==> config.mk <==
export PLATFORM = sky130hd
export DESIGN_NAME = pattern_detector
export DESIGN_NICKNAME = d
export VERILOG_FILES = /design/src/rtl/pattern_detector_pkg.sv /design/src/rtl/pattern_detector_sat_counter.sv /design/src/rtl/pattern_detector.sv
export SDC_FILE = /design/constraint.sdc
export NUM_CORES = 1
export LEC_CHECK = 0
export CAP_MARGIN = 20
export CELL_PAD_IN_SITES_DETAIL_PLACEMENT = 2
export CELL_PAD_IN_SITES_GLOBAL_PLACEMENT = 2
export CORE_MARGIN = 3
export CORE_UTILIZATION = 27
export DETAILED_ROUTE_END_ITERATION = 10
export PLACE_DENSITY_LB_ADDON = 0.1
export SKIP_CTS_REPAIR_TIMING = 1
export SYNTH_ARGS = -nofsm -noshare
export SYNTH_HDL_FRONTEND = slang
export SYNTH_SLANG_ARGS = --single-unit
==> constraint.sdc <==
create_clock -name clk -period 1.66 [get_ports clk]
set_clock_uncertainty 0.05 [all_clocks]
set_input_delay 0.332 -clock clk [delete_from_list [all_inputs] [get_ports clk]]
set_output_delay 0.332 -clock clk [all_outputs]
set_load 0.01 [all_outputs]
==> src/rtl/pattern_detector_pkg.sv <==
// Shared constants for the serial pattern detector and its match counter.
// Overlapping detection is selected at build time with PATTERN_DETECT_OVERLAP_EN.
package pattern_detector_pkg;

    localparam int          N_DEF       = 4;
    localparam logic [15:0] PATTERN_DEF = 16'h000D;
    localparam int          CNT_W_DEF   = 8;
    localparam int          FILL_W_DEF  = $clog2(N_DEF + 1);

    // Width needed to hold a fill count of 0..n inclusive.
    function automatic int fill_w(input int n);
        return $clog2(n + 1);
    endfunction

endpackage

==> src/rtl/pattern_detector_sat_counter.sv <==
// Saturating up-counter with synchronous clear; clear wins over increment.
module sat_counter #(
    parameter int W = 8
) (
    input  logic         clk,
    input  logic         rst,
    input  logic         inc,
    input  logic         clr,
    output logic [W-1:0] q
);

    localparam logic [W-1:0] Q_MAX = {W{1'b1}};

    always_ff @(posedge clk) begin
        if (!rst) begin
            q <= '0;
        end else if (clr) begin
            q <= '0;
        end else if (inc && (q != Q_MAX)) begin
            q <= q + 1'b1;
        end
    end

endmodule

==> src/rtl/pattern_detector.sv <==
// Serial-bit sequence detector: registered one-cycle match pulse plus saturating match count.
// Build macro PATTERN_DETECT_OVERLAP_EN enables overlapping matches (default: non-overlapping).
module pattern_detector
    import pattern_detector_pkg::*;
#(
    parameter int             N       = N_DEF,
    parameter logic [N-1:0]   PATTERN = N'(PATTERN_DEF),
    parameter int             CNT_W   = CNT_W_DEF
) (
    input  logic                      clk,
    input  logic                      rst,
    input  logic                      en,
    input  logic                      serial_in,
    input  logic                      clr,
    output logic                      w,
    output logic [CNT_W-1:0]          match_cnt,
    output logic [$clog2(N+1)-1:0]    fill
);

    localparam int FW = fill_w(N);
    localparam logic [FW-1:0] FULL = FW'(N);

`ifdef PATTERN_DETECT_OVERLAP_EN
    localparam bit OVERLAP = 1'b1;
`else
    localparam bit OVERLAP = 1'b0;
`endif

    logic [N-1:0]  sr;
    logic [N-1:0]  sr_nxt;
    logic [FW-1:0] fill_inc;
    logic [FW-1:0] fill_nxt;
    logic          hit;

    always_comb begin
        sr_nxt   = sr;
        fill_inc = fill;
        fill_nxt = '0;
        hit      = 1'b0;
        if (en) begin
            sr_nxt   = {sr[N-2:0], serial_in};
            fill_inc = (fill == FULL) ? FULL : fill + 1'b1;
            hit      = (fill_inc == FULL) && (sr_nxt == PATTERN);
            // Non-overlapping mode restarts the window so the next N bits are all fresh.
            fill_nxt = (hit && !OVERLAP) ? '0 : fill_inc;
        end
    end

    always_ff @(posedge clk) begin
        if (!rst) begin
            sr   <= '0;
            fill <= '0;
            w    <= 1'b0;
        end else begin
            sr   <= sr_nxt;
            fill <= fill_nxt;
            w    <= hit;
        end
    end

    sat_counter #(
        .W (CNT_W)
    ) u_match_cnt (
        .clk (clk),
        .rst (rst),
        .inc (hit),
        .clr (clr),
        .q   (match_cnt)
    );

endmodule

* Word-level counts from Yosys, hierarchy flattened
Cells that the tools add are included.
** Storage, ports and cells
- Bits in registers :: 15
- Output and inout port bits :: 12
- Logic and storage cells :: 18
** Cells by class
- Add/sub/neg operators :: 2
- Equal/unequal tests :: 4
- Muxes and demuxes :: 2
- Bitwise logic cells :: 2
- Reduce and logical (&&, ||, !) cells :: 4
** Operators by type and width (count)
- $add A8 B1 Y8 const B :: 1
- $ne A8 B8 Y1 const B :: 1
- $eq A3 B3 Y1 const B :: 2
- $eq A4 B4 Y1 const B :: 1
- $add A3 B1 Y3 const B :: 1
- $mux W3 :: 1
- $reduce_or A3 Y1 :: 1
- $logic_and A1 B1 Y1 :: 2
- $not A1 Y1 :: 2
- $reduce_or A2 Y1 :: 1
- $mux W1 :: 1

* Logic depth before layout (Yosys ltp)
- Depth in word-level cells :: 6
- Depth in mapped cells :: 6

* Modules after synthesis
From an unflattened synthesis, not the netlist that was laid out.
** Second synthesis, totals
- Cells, all modules :: 80
- Area total of the unflattened synthesis :: 778.2 µm²
** By module, submodules not included
- sat_counter :: instances 1, cells each 46, area an instance 421.7 µm², seq. area each 160.2 µm²
- pattern_detector :: instances 1, cells each 34, area an instance 356.6 µm², seq. area each 140.1 µm²

* Worst setup path after synthesis
OpenSTA, ideal clock, no wires.
- Path type :: reg2reg
- From :: register fill[0]
- To :: register u_match_cnt.q[5]
- Setup time :: 0.072 ns
- Arrival :: 1.656 ns
- Required time :: 1.538 ns
- Slack :: -0.118 ns
- Cell stages (with the launch flop) :: 7
- Buffers on the path :: 0
- Period minus slack after synthesis :: 1.778 ns
- Cells stage by stage :: dfxtp_1 inv_1 ha_1 nand2b_1 a21o_4 nor4_4 mux2i_1
** Between the ends
- Cells in the longest elaborated chain, start to end :: 6
** Ends and longest elaborated chain
- start, declared :: RTL line pattern_detector.sv:17 : output logic [$clog2(N+1)-1:0] fill
- start signal, assigned :: RTL line pattern_detector.sv:56 : fill <= fill_nxt;
- $add A3 B1 Y3 / $eq A3 B3 Y1 (equally long branches) :: RTL line pattern_detector.sv:42 : fill_inc = (fill == FULL) ? FULL : fill + 1'b1;
- $mux W3 * :: RTL line pattern_detector.sv:42
- $eq A3 B3 Y1 * :: RTL line pattern_detector.sv:43 : hit = (fill_inc == FULL) && (sr_nxt == PATTERN);
- $logic_and A1 B1 Y1 * :: RTL line pattern_detector.sv:43
- $mux W1 * :: RTL line pattern_detector.sv:40 : if (en) begin
- $logic_and A1 B1 Y1 * :: RTL line pattern_detector_sat_counter.sv:19 : end else if (inc && (q != Q_MAX)) begin
- end signal, assigned :: RTL line pattern_detector_sat_counter.sv:20 : q <= q + 1'b1;
- end, declared :: RTL line pattern_detector_sat_counter.sv:9 : output logic [W-1:0] q
Mark *: on every way between the ends. The rest lies on a longest branch, timed or not.
A chain may end at the register's enable or synchronous reset.

* Worst setup path after layout
- From :: register fill[0]
- To :: register u_match_cnt.q[0]
Same word-level chain as after synthesis.

==> metrics <==
outcome=finished, final reports clean; CTS buffer count=3; Worst setup EP type=flip-flop; Placed Area=1074 µm²; Max-Cap Viols=0; clk_lat worst skew=0.30 ns; number of synthesized register bits=15; synthesis-to-layout area growth=41.23%; detailed-route wire length=2395 µm; Ports=17; # H-tree levels=1; PwrDens=571.6 nW/µm²; sequential share of the synthesized area=36.92%; HPWL after detailed placement=1879 µm; post-synthesis cell area=813.3 µm²; area share of the largest cell type after synthesis=36.92%; Post-DRT Antenna Nets=0; post-synth top area cell=dfxtp_1; Final WS setup=0.003760 ns; Critical-path top delay cell=dfxtp_4; DRC viols=0; Leak=0.5381 nW; gr ovfl total=0; Fillers=322; # diodes=0; post-synthesis cell count=87; via count=770; Setup crit start=fill[0]; Power Total=656.6 µW; Clock Sinks=15; clock buffer depth=2; period utilization=99.77%; CTS root buf=clkbuf_4; vias in the first global route=783; Synth area leaders=dfxtp_1 37%, mux2i_1 6.2%, ha_1 4.6%, nand2_1 4.2%, nand4_1 3.8%; crit path max fanout=7; drt wl/cell=16.52 µm; hold_sp=u_match_cnt.q[3]; Worst VDD drop=0.3286 mV; Mapped Nets=95; minimum clock period=1.656 ns; Reg-to-Reg Start=fill[0]; Starting Density=28.99%; share of layout cells above drive strength 1=28.07%; Port-buffer cells=16; Worst Setup Start Kind=flip-flop; CTS tree=built; global-route wire length before repair=3767 µm; Distinct cells, synth=32; Finished Cell Area=1149 µm²; register clock-pin slew on the reported worst setup and hold paths=0.10 ns; dpl ws=-0.2205 ns; RSZ-0062 raised after global routing=yes; core area=2805 µm²; 1st-pass router iterations=4; WS Path Type=reg2reg; worst-margin pin slew=0.3003 ns; pins over their slew limit=0; FP Rows=19; Synth Area per Inst=9.348 µm²; Final Wtd Congestion=0.7523; Total GRT Usage=14.34%; Die Span Y=60.89 µm; nets=123; HP Class=reg2reg; crit-path cells=inv_1 -> ha_1 -> nand2b_4 -> a21o_4 -> o311ai_1 -> nand2_1; largest net degree at the start of global routing=10; die width=60.89 µm; drt first-iter violations=25; WP data required=1.79 ns; slowest stage delay, CP=0.36 ns; Slew headroom=79.86%; die area=3707 µm²; Synth warnings=0; initial antenna violation count=0; endpoints failing hold=0; endpoints failing setup=0; CP arrival=1.79 ns; post-DR vias/cell=5.310; max frequency=0.6038 GHz
## power by group
group / internal (mW) / switching (mW) / leakage (nW) / total (mW)
logic: 0.0346 / 0.0290 / 0.397 / 0.0636
registers: 0.362 / 0.00433 / 0.126 / 0.367
clock network: 0.0938 / 0.133 / 0.0150 / 0.226
## path summary, 6_finish.rpt
check / cells past startpoint / end / slack (ns)
min: 2 / u_match_cnt.q[3] / 0.45
min reg2reg: 2 / u_match_cnt.q[3] / 0.45
max reg2reg: 6 / u_match_cnt.q[0] / 0.004
max: 6 / u_match_cnt.q[0] / 0.004
## layout by cell type (no fill, tap or decap), types with 2 or more instances in the layout
master           count
inv_1                5
nand2b_1             2
dfxtp_2              7
a31oi_1              2
clkdlybuf4s50_1     12
dfxtp_1              6
nor2_1               5
mux2i_1              5
nand3_1              3
dlymetal6s2s_1       4
buf_4                9
and3_1               3
ha_1                 3
clkbuf_4             3
nand4_1              5
nor2b_1              5
nand2_1              9
dfxtp_4              2
## kinds of logic (layout without fill, tap and decap cells)
logic type	after synthesis	count (layout)	share of synthesized area (%)
compound gates	14	14	15.54
fa+ha+maj	3	3	4.616
buf+inv	7	34	3.539
flops	15	15	36.92
mux	5	5	6.154
simple gates	43	43	33.23
## registers in the layout, indices dropped and copies added, names as in the netlist
name	cells
u_match_cnt.q	8
fill	3
sr	3
w	1
## stage by stage
stage                     util [%]  hold slack, ns  setup TNS [ns]  std cells
after floorplan                  -          0.4058               0         87
after global placement       38.27          0.4450         -0.6975        140
after detailed placement     38.27          0.4613          -1.025        140
after CTS                    39.21          0.4804         -0.5413        144
after global routing         40.95          0.4677         -0.4712        145
final                        40.95          0.4464               0        145
## cells in the mapped netlist
library cell	n
a31o_2	1
nand2b_1	3
nor2b_1	5
nor3_1	2
a21o_4	1
nand4b_4	1
a21oi_1	1
nand4_1	5
nor4_1	2
dfxtp_1	15
and3_1	3
a31oi_1	2
o211a_1	1
o31ai_1	1
o311ai_0	1
inv_1	5
o211ai_1	1
and3_2	1
mux2i_1	5
nor4_4	1
nand2_1	9
nor2_1	5
buf_2	2
nand3b_1	1
ha_1	3
a21oi_4	1
a211oi_1	1
a41o_1	1
and4_1	1
a41oi_1	2
and4_4	1
nand3_1	3
## layout make-up
| class | instances | area, µm² | area share [%] |
|---|---|---|---|
| multi-input cells | 65 | 510.5 | 44.44 |
| flip-flops and latches | 15 | 316.6 | 27.56 |
| repair buffers | 25 | 237.7 | 20.70 |
| well taps | 31 | 38.79 | 3.377 |
| clock buffers | 4 | 26.28 | 2.288 |
| inverters | 5 | 18.77 | 1.634 |
## layer usage
layer  vias to the layer above  global-route usage (%)  wire length (µm)
met2                        17                   20.00              1075
met1                       366                   20.13              1171
li1                        382                       -                 -
met4                         0                   9.288                67
met3                         5                   2.340                80
met5                         -                       0                 0
## worst max-delay path, delay by kind of cell, from the launching register on
kind | cells | cell delay [ns]
fa+ha+maj | 1 | 0.30
compound gates | 2 | 0.53
buf+inv | 1 | 0.04
flops | 1 | 0.36
simple gates | 2 | 0.25
Power figures use the tool's default switching activity.
